## src/rtl/cla_4bit_augmented_if.sv

```systemverilog
`default_nettype none
// ============================================================================
// Module   : cla_4bit_augmented_if
// Brief    : Operand/result bundle for the registered 4-bit CLA slice.
// Revision : 1.0
// ============================================================================
interface cla_4bit_augmented_if;
  logic       in_valid;
  logic [3:0] in1;
  logic [3:0] in2;
  logic       c_in;
  logic       out_valid;
  logic [3:0] sum;
  logic       p;
  logic       g;

  modport master (
    output in_valid, in1, in2, c_in,
    input  out_valid, sum, p, g
  );

  modport slave (
    input  in_valid, in1, in2, c_in,
    output out_valid, sum, p, g
  );
endinterface
`default_nettype wire

```

## src/rtl/cla_4bit_augmented.sv

```systemverilog
`default_nettype none
// ============================================================================
// Module   : cla_4bit_augmented
// Brief    : Registered 4-bit carry-lookahead slice emitting sum plus group P/G.
// Revision : 1.0
// ============================================================================
module cla_4bit_augmented (
  input  logic                        clk,
  input  logic                        rst,
  cla_4bit_augmented_if.slave         bus
);

  logic [3:0] w_pi;
  logic [3:0] w_gi;
  logic [3:0] w_c;
  logic [3:0] w_sum;
  logic       w_p;
  logic       w_g;

  logic [3:0] r_sum;
  logic       r_p;
  logic       r_g;
  logic       r_out_valid;

  assign w_pi = bus.in1 ^ bus.in2;
  assign w_gi = bus.in1 & bus.in2;

  // Every carry is a flat sum-of-products of the operand terms; no carry feeds another.
  assign w_c[0] = bus.c_in;
  assign w_c[1] = w_gi[0]
                | (w_pi[0] & bus.c_in);
  assign w_c[2] = w_gi[1]
                | (w_pi[1] & w_gi[0])
                | (w_pi[1] & w_pi[0] & bus.c_in);
  assign w_c[3] = w_gi[2]
                | (w_pi[2] & w_gi[1])
                | (w_pi[2] & w_pi[1] & w_gi[0])
                | (w_pi[2] & w_pi[1] & w_pi[0] & bus.c_in);

  assign w_sum = w_pi ^ w_c;

  assign w_p = &w_pi;
  assign w_g = w_gi[3]
             | (w_pi[3] & w_gi[2])
             | (w_pi[3] & w_pi[2] & w_gi[1])
             | (w_pi[3] & w_pi[2] & w_pi[1] & w_gi[0]);

  always_ff @(posedge clk or posedge rst) begin
    if (rst) begin
      r_sum       <= 4'd0;
      r_p         <= 1'b0;
      r_g         <= 1'b0;
      r_out_valid <= 1'b0;
    end else if (bus.in_valid) begin
      r_sum       <= w_sum;
      r_p         <= w_p;
      r_g         <= w_g;
      r_out_valid <= 1'b1;
    end else begin
      r_out_valid <= 1'b0;
    end
  end

  assign bus.sum       = r_sum;
  assign bus.p         = r_p;
  assign bus.g         = r_g;
  assign bus.out_valid = r_out_valid;

endmodule
`default_nettype wire

```

## src/flat_wrapper.sv

```systemverilog
// flat-port wrapper written by rule: the top's interface ports become plain ports
module cla_4bit_augmented_flat 
  (clk, rst, bus_in_valid, bus_in1, bus_in2, bus_c_in, bus_out_valid, bus_sum, bus_p, bus_g);
  cla_4bit_augmented_if bus_i ();
  input  logic clk;
  input  logic rst;
  input wire logic [$bits(bus_i.in_valid)-1:0] bus_in_valid;
  input wire logic [$bits(bus_i.in1)-1:0] bus_in1;
  input wire logic [$bits(bus_i.in2)-1:0] bus_in2;
  input wire logic [$bits(bus_i.c_in)-1:0] bus_c_in;
  output wire logic [$bits(bus_i.out_valid)-1:0] bus_out_valid;
  output wire logic [$bits(bus_i.sum)-1:0] bus_sum;
  output wire logic [$bits(bus_i.p)-1:0] bus_p;
  output wire logic [$bits(bus_i.g)-1:0] bus_g;
  assign bus_i.in_valid = bus_in_valid;
  assign bus_i.in1 = bus_in1;
  assign bus_i.in2 = bus_in2;
  assign bus_i.c_in = bus_c_in;
  assign bus_out_valid = bus_i.out_valid;
  assign bus_sum = bus_i.sum;
  assign bus_p = bus_i.p;
  assign bus_g = bus_i.g;
  cla_4bit_augmented u_core (.clk(clk), .rst(rst), .bus(bus_i));
endmodule
```

## config.mk

```make
export PLATFORM = sky130hd
export DESIGN_NAME = cla_4bit_augmented_flat
export DESIGN_NICKNAME = d
export VERILOG_FILES = /design/src/rtl/cla_4bit_augmented_if.sv /design/src/rtl/cla_4bit_augmented.sv /design/src/flat_wrapper.sv
export SDC_FILE = /design/constraint.sdc
export NUM_CORES = 1
export LEC_CHECK = 0
export ABC_CLOCK_PERIOD_IN_PS = 1750
export CORE_AREA = 2 2 39 41
export DETAILED_ROUTE_END_ITERATION = 10
export DIE_AREA = 0 0 41 43
export PLACE_DENSITY = 0.64
export SLEW_MARGIN = 40
export SYNTH_ARGS = -nofsm -noshare
export SYNTH_HDL_FRONTEND = slang
export SYNTH_SLANG_ARGS = --single-unit
```

## constraint.sdc

```tcl
create_clock -name clk -period 1.75 [get_ports clk]
set_clock_uncertainty 0.1 [all_clocks]
set_input_delay 0.35 -clock clk [delete_from_list [all_inputs] [get_ports clk]]
set_output_delay 0.35 -clock clk [all_outputs]
set_load 0.005 [all_outputs]
```

**After elaboration in Yosys (flattened, before gate mapping)**

Cells that the tools add are included.

- Bitwise logic cells: 26
- Muxes and demuxes: 1
- Reductions and logical operators: 1

Operators with widths:

| cell | count |
|---|---|
| $and 1x1->1 | 14 |
| $or 1x1->1 | 9 |
| $xor 4x4->4 | 2 |
| $and 4x4->4 | 1 |
| $reduce_and 4->1 | 1 |
| $mux 1 | 1 |

- Output and inout bits: 7
- Word-level logic and storage cells: 32
- Flip-flop bits (word level): 7
- Input port bits: 12

**Logic depth before layout (Yosys ltp)**

- Depth after elaboration: 6
- Mapped depth: 4
- Depth with buffers taken out: 4

**Worst setup path before layout**

Ideal clock, no wire load.

- Kind: in2reg
- From: input port bus_in2[1]
- To: register u_core.r_sum[2] (netlist: u_core.bus.sum[2])
- Path slack: 0.272 ns
- Cell stages on the path: 4
- Data required time: 1.581 ns
- Path buffers: 0
- Data arrival time: 1.309 ns
- Library setup time: 0.069 ns
- Path through: ha_1 > inv_1 > or4b_1 > nand3_1

- Word-level cells in the longest chain between the ends: 5
- Elaborated cells on any way between the ends: 8
- Those cells by class: bitwise (8)

Ends and longest elaborated chain:

| item | RTL line | source |
|---|---|---|
| start: declaration | flat_wrapper.sv:9 | `input wire logic [$bits(bus_i.in2)-1:0] bus_in2;` |
| $xor 4x4->4 | cla_4bit_augmented.sv:25 | `assign w_pi = bus.in1 ^ bus.in2;` |
| $and 1x1->1 (on tied branches) | cla_4bit_augmented.sv:33, cla_4bit_augmented.sv:34 |  |
| $or 1x1->1 or $and 1x1->1 (tied branches) | cla_4bit_augmented.sv:33, cla_4bit_augmented.sv:34 |  |
| $or 1x1->1 * | cla_4bit_augmented.sv:34 | `\| (w_pi[1] & w_pi[0] & bus.c_in);` |
| $xor 4x4->4 * | cla_4bit_augmented.sv:40 | `assign w_sum = w_pi ^ w_c;` |
| end signal: assignment | cla_4bit_augmented.sv:55 | `r_sum <= w_sum;` |
| end: declaration | cla_4bit_augmented.sv:20 | `logic [3:0] r_sum;` |

Every way passes the cells marked *; elsewhere a longest branch is shown, timed or not.
A chain may end at the register's enable or synchronous reset.

**Worst setup path in the final report**

Ends and elaborated chain as after synthesis.

==> results.yml <==
route:
  wirelength_um: 1097
  highest_layer: "met4"
  detail-route-antenna-nets: 0
  wl_met3_um: 49
  wl_per_cell_um: 11.31
  viasPerCell: 4.825
  met2_length_um: 534
  drtPass1Iterations: 3
  wl_met1_um: 498
  drt_iter0_markers: 3
  vias: 468
  drc: 0
finish:
  multi_input_area_um2: 280.3
  final_nets: 100
  regArea_um2: 175.2
  area_growth_pct: 77.87
  diodes: 0
  layout-drive-gt1-share: 0.2469
  fillers: 130
  finish.instance_area_um2: 814.5
worst_setup_path:
  critPathTopFamily: "simple AND/OR/NAND/NOR gates"
  r2r-end: "u_core.bus.sum[3]"
  crit_type: "in -> reg"
  regToRegSetupSlack_ps: 770
  crit_slowest_cell: "or4b_1"
  path_max_fanout: 4
  crit_buf_inv: 2
  cp.depth: 5
  cp.required_ps: 1830
  cpPeakStageDelay_ps: 510
  r2r_start: "u_core.bus.sum[3]"
  arrival_ps: 1750
  end_kind: "flop"
  critPathLaunch: "bus_in2[1]"
  critPathCapture: "u_core.bus.sum[2]"
  r2r_cells: 3
  crit_path_cell_trace: "clkdlybuf4s50_1 -> ha_4 -> inv_1 -> or4b_1 -> nand3_1"
  cp-start-kind: "primary input"
power_and_ir_drop:
  seq_power_share: 0.359
  power_frac_comb: 0.377
  intPower_mw: 0.4022
  p_sw_frac: 0.2603
  p_per_area_mw_per_mm2: 667.6
  p_leak_nw: 0.3771
  p_total_mw: 0.5438
  power_frac_clock: 0.263
  ir_drop_mv: 0.2871
  power.net_switching_mw: 0.1415
place:
  hpwl_um: 789.5
  pre_cts_ws_ps: -240.8
  finalWeightedCongestion: 0.7144
  place_area_um2: 735.7
  io_buffers: 18
cts:
  insertion_delay_ps: 250
  cts.sinks: 7
  cts_tree: "built"
  clk_pin_slew_ps: 50
  cts_made_buffers: 3
  root_buffer: "clkbuf_4"
  cts_max_path_buffers: 2
  h-tree-depth: 1
sta:
  max_freq_mhz: 598.7
  hold_violations: 0
  setup_viol: 0
  finalWorstSetupSlack_ps: 79.60
  rsz0062_at_grt: "false"
  finalMaxSlewViolations: 0
  worst_pin_slew_ps: 348.5
  hold-worst-slack_ps: 238.2
  slew_headroom: 0.7669
  period_share: 0.9545
  post-route-min-period_ps: 1670
synthesis:
  synthDistinctLibCells: 19
  synth_top_area_frac: 0.3825
  synthTopCellsByArea: "dfrtp_1, ha_1, inv_1, a21oi_1, fa_1"
  synth.most_common_cell: "inv_1"
  synth_common_cells: "inv_1, dfrtp_1, ha_1"
  syn-mean-instance-area_um2: 9.540
  syn-num-nets: 66
  synth_ff_type: "dfrtp_1"
  synthArstFlopShare: 1.000
  synthesis.area_um2: 457.9
  yosysWarnings: 0
  yosysTopAreaCell: "dfrtp_1"
  seq_area_frac_synth: 0.3825
  synth_edf_count: 0
  syn_inst: 48
  synth_seq_cells: 7
job:
  drv_cap: 0
floorplanning:
  row_count: 14
  core_area_mm2: 0.001384
  die_width_um: 41
  die-area_mm2: 0.001763
  io-pin-count: 19
  die_h_um: 43
  start_util: 0.3309
grt:
  grt_use_total: 0.1518
  antenna_found_initial: 0
  first_global_vias: 469
  overflow: 0
  grt_start_max_net_pins: 11
  grt_pass1_wl_um: 1828
hold_path:
  hold_class: "in -> async"
outcome:
  status: "completed"
[state kept, by name (all words and copies together), names as in the netlist]
signal	count
u_core.bus.g	1
u_core.bus.sum	4
u_core.bus.p	1
u_core.bus.out_valid	1
[layer usage]
layer / vias to the layer above / GRT usage
met1: 217 / 0.1980
met2: 14 / 0.2156
met3: 2 / 0.03141
li1: 235 / -
met4: 0 / 0.1000
met5: - / 0
[final cells by class]
cell class	instances	area share
multi-input cells	30	0.3441
repair buffers	30	0.3379
well taps	16	0.02458
clock buffers	4	0.03226
inverters	10	0.04608
flip-flops and latches	7	0.2151
[power by group through the flow]
| stage | clock, mW | sequential, mW | combinational [mW] |
|---|---|---|---|
| floorplan | 0 | 0.200 | 0.0701 |
| global placement | 0 | 0.197 | 0.186 |
| CTS | 0.150 | 0.195 | 0.189 |
| finish | 0.143 | 0.195 | 0.205 |
| detailed placement | 0 | 0.198 | 0.187 |
| global route | 0.155 | 0.199 | 0.230 |
[timing repair]
action	CTS	global route
endpoints found under the setup margin	0	3
resized for setup	0	6
hold buffers	0	0
buffers inserted	0	1
[worst min path at each step]
stage | endpoint | slack, ps | cells past startpoint | start
5_1_grt | u_core.bus.g | 270 | 2 | rst
4_1_cts | u_core.bus.p | 250 | 2 | rst
2_1_floorplan | u_core.bus.g | 50 | 1 | rst
3_5_place_dp | u_core.bus.sum[1] | 410 | 1 | u_core.bus.sum[1]
3_3_place_gp | u_core.bus.sum[1] | 400 | 1 | u_core.bus.sum[1]
6_report | u_core.bus.p | 240 | 2 | rst
[metrics by stage]
step | util | std cells | TNS [ps]
floorplan | - | 48 | 0
global placement | 0.5316 | 92 | -698.8
detailed placement | 0.5316 | 92 | -777.7
CTS | 0.5506 | 96 | 0
global route | 0.5886 | 97 | 0
finish | 0.5886 | 97 | 0
[cell families (layout without fill, tap and decap cells)]
logic type                 after synthesis  count (layout)  share of synthesized area
AOI/OAI and AO/OA                       12              12                     0.1640
buffers and inverters                   11              44                    0.09289
and+or+nand+nor                         10              10                     0.1366
DFF                                      7               7                     0.3825
adders and majority gates                6               6                     0.1803
xor gates and xnor gates                 1               1                    0.01913
muxes                                    1               1                    0.02459
[cell usage in the layout (no fill, tap or decap)]
master / n
clkdlybuf4s50_1: 16
buf_4: 12
inv_1: 10
dfrtp_1: 7
a21oi_1: 4
a31oi_1: 3
ha_4: 3
clkbuf_4: 3
o2111ai_1: 2
or4b_1: 2
nor2b_1: 2
nand3_1: 2
nor2_1: 2
ha_1: 2
dlymetal6s2s_1: 2
a211oi_1: 1
o21ai_1: 1
nand4_1: 1
o22ai_1: 1
or3_1: 1
xnor2_1: 1
mux2_2: 1
fa_2: 1
clkbuf_1: 1
No activity file was read; power rests on OpenSTA's default activity.
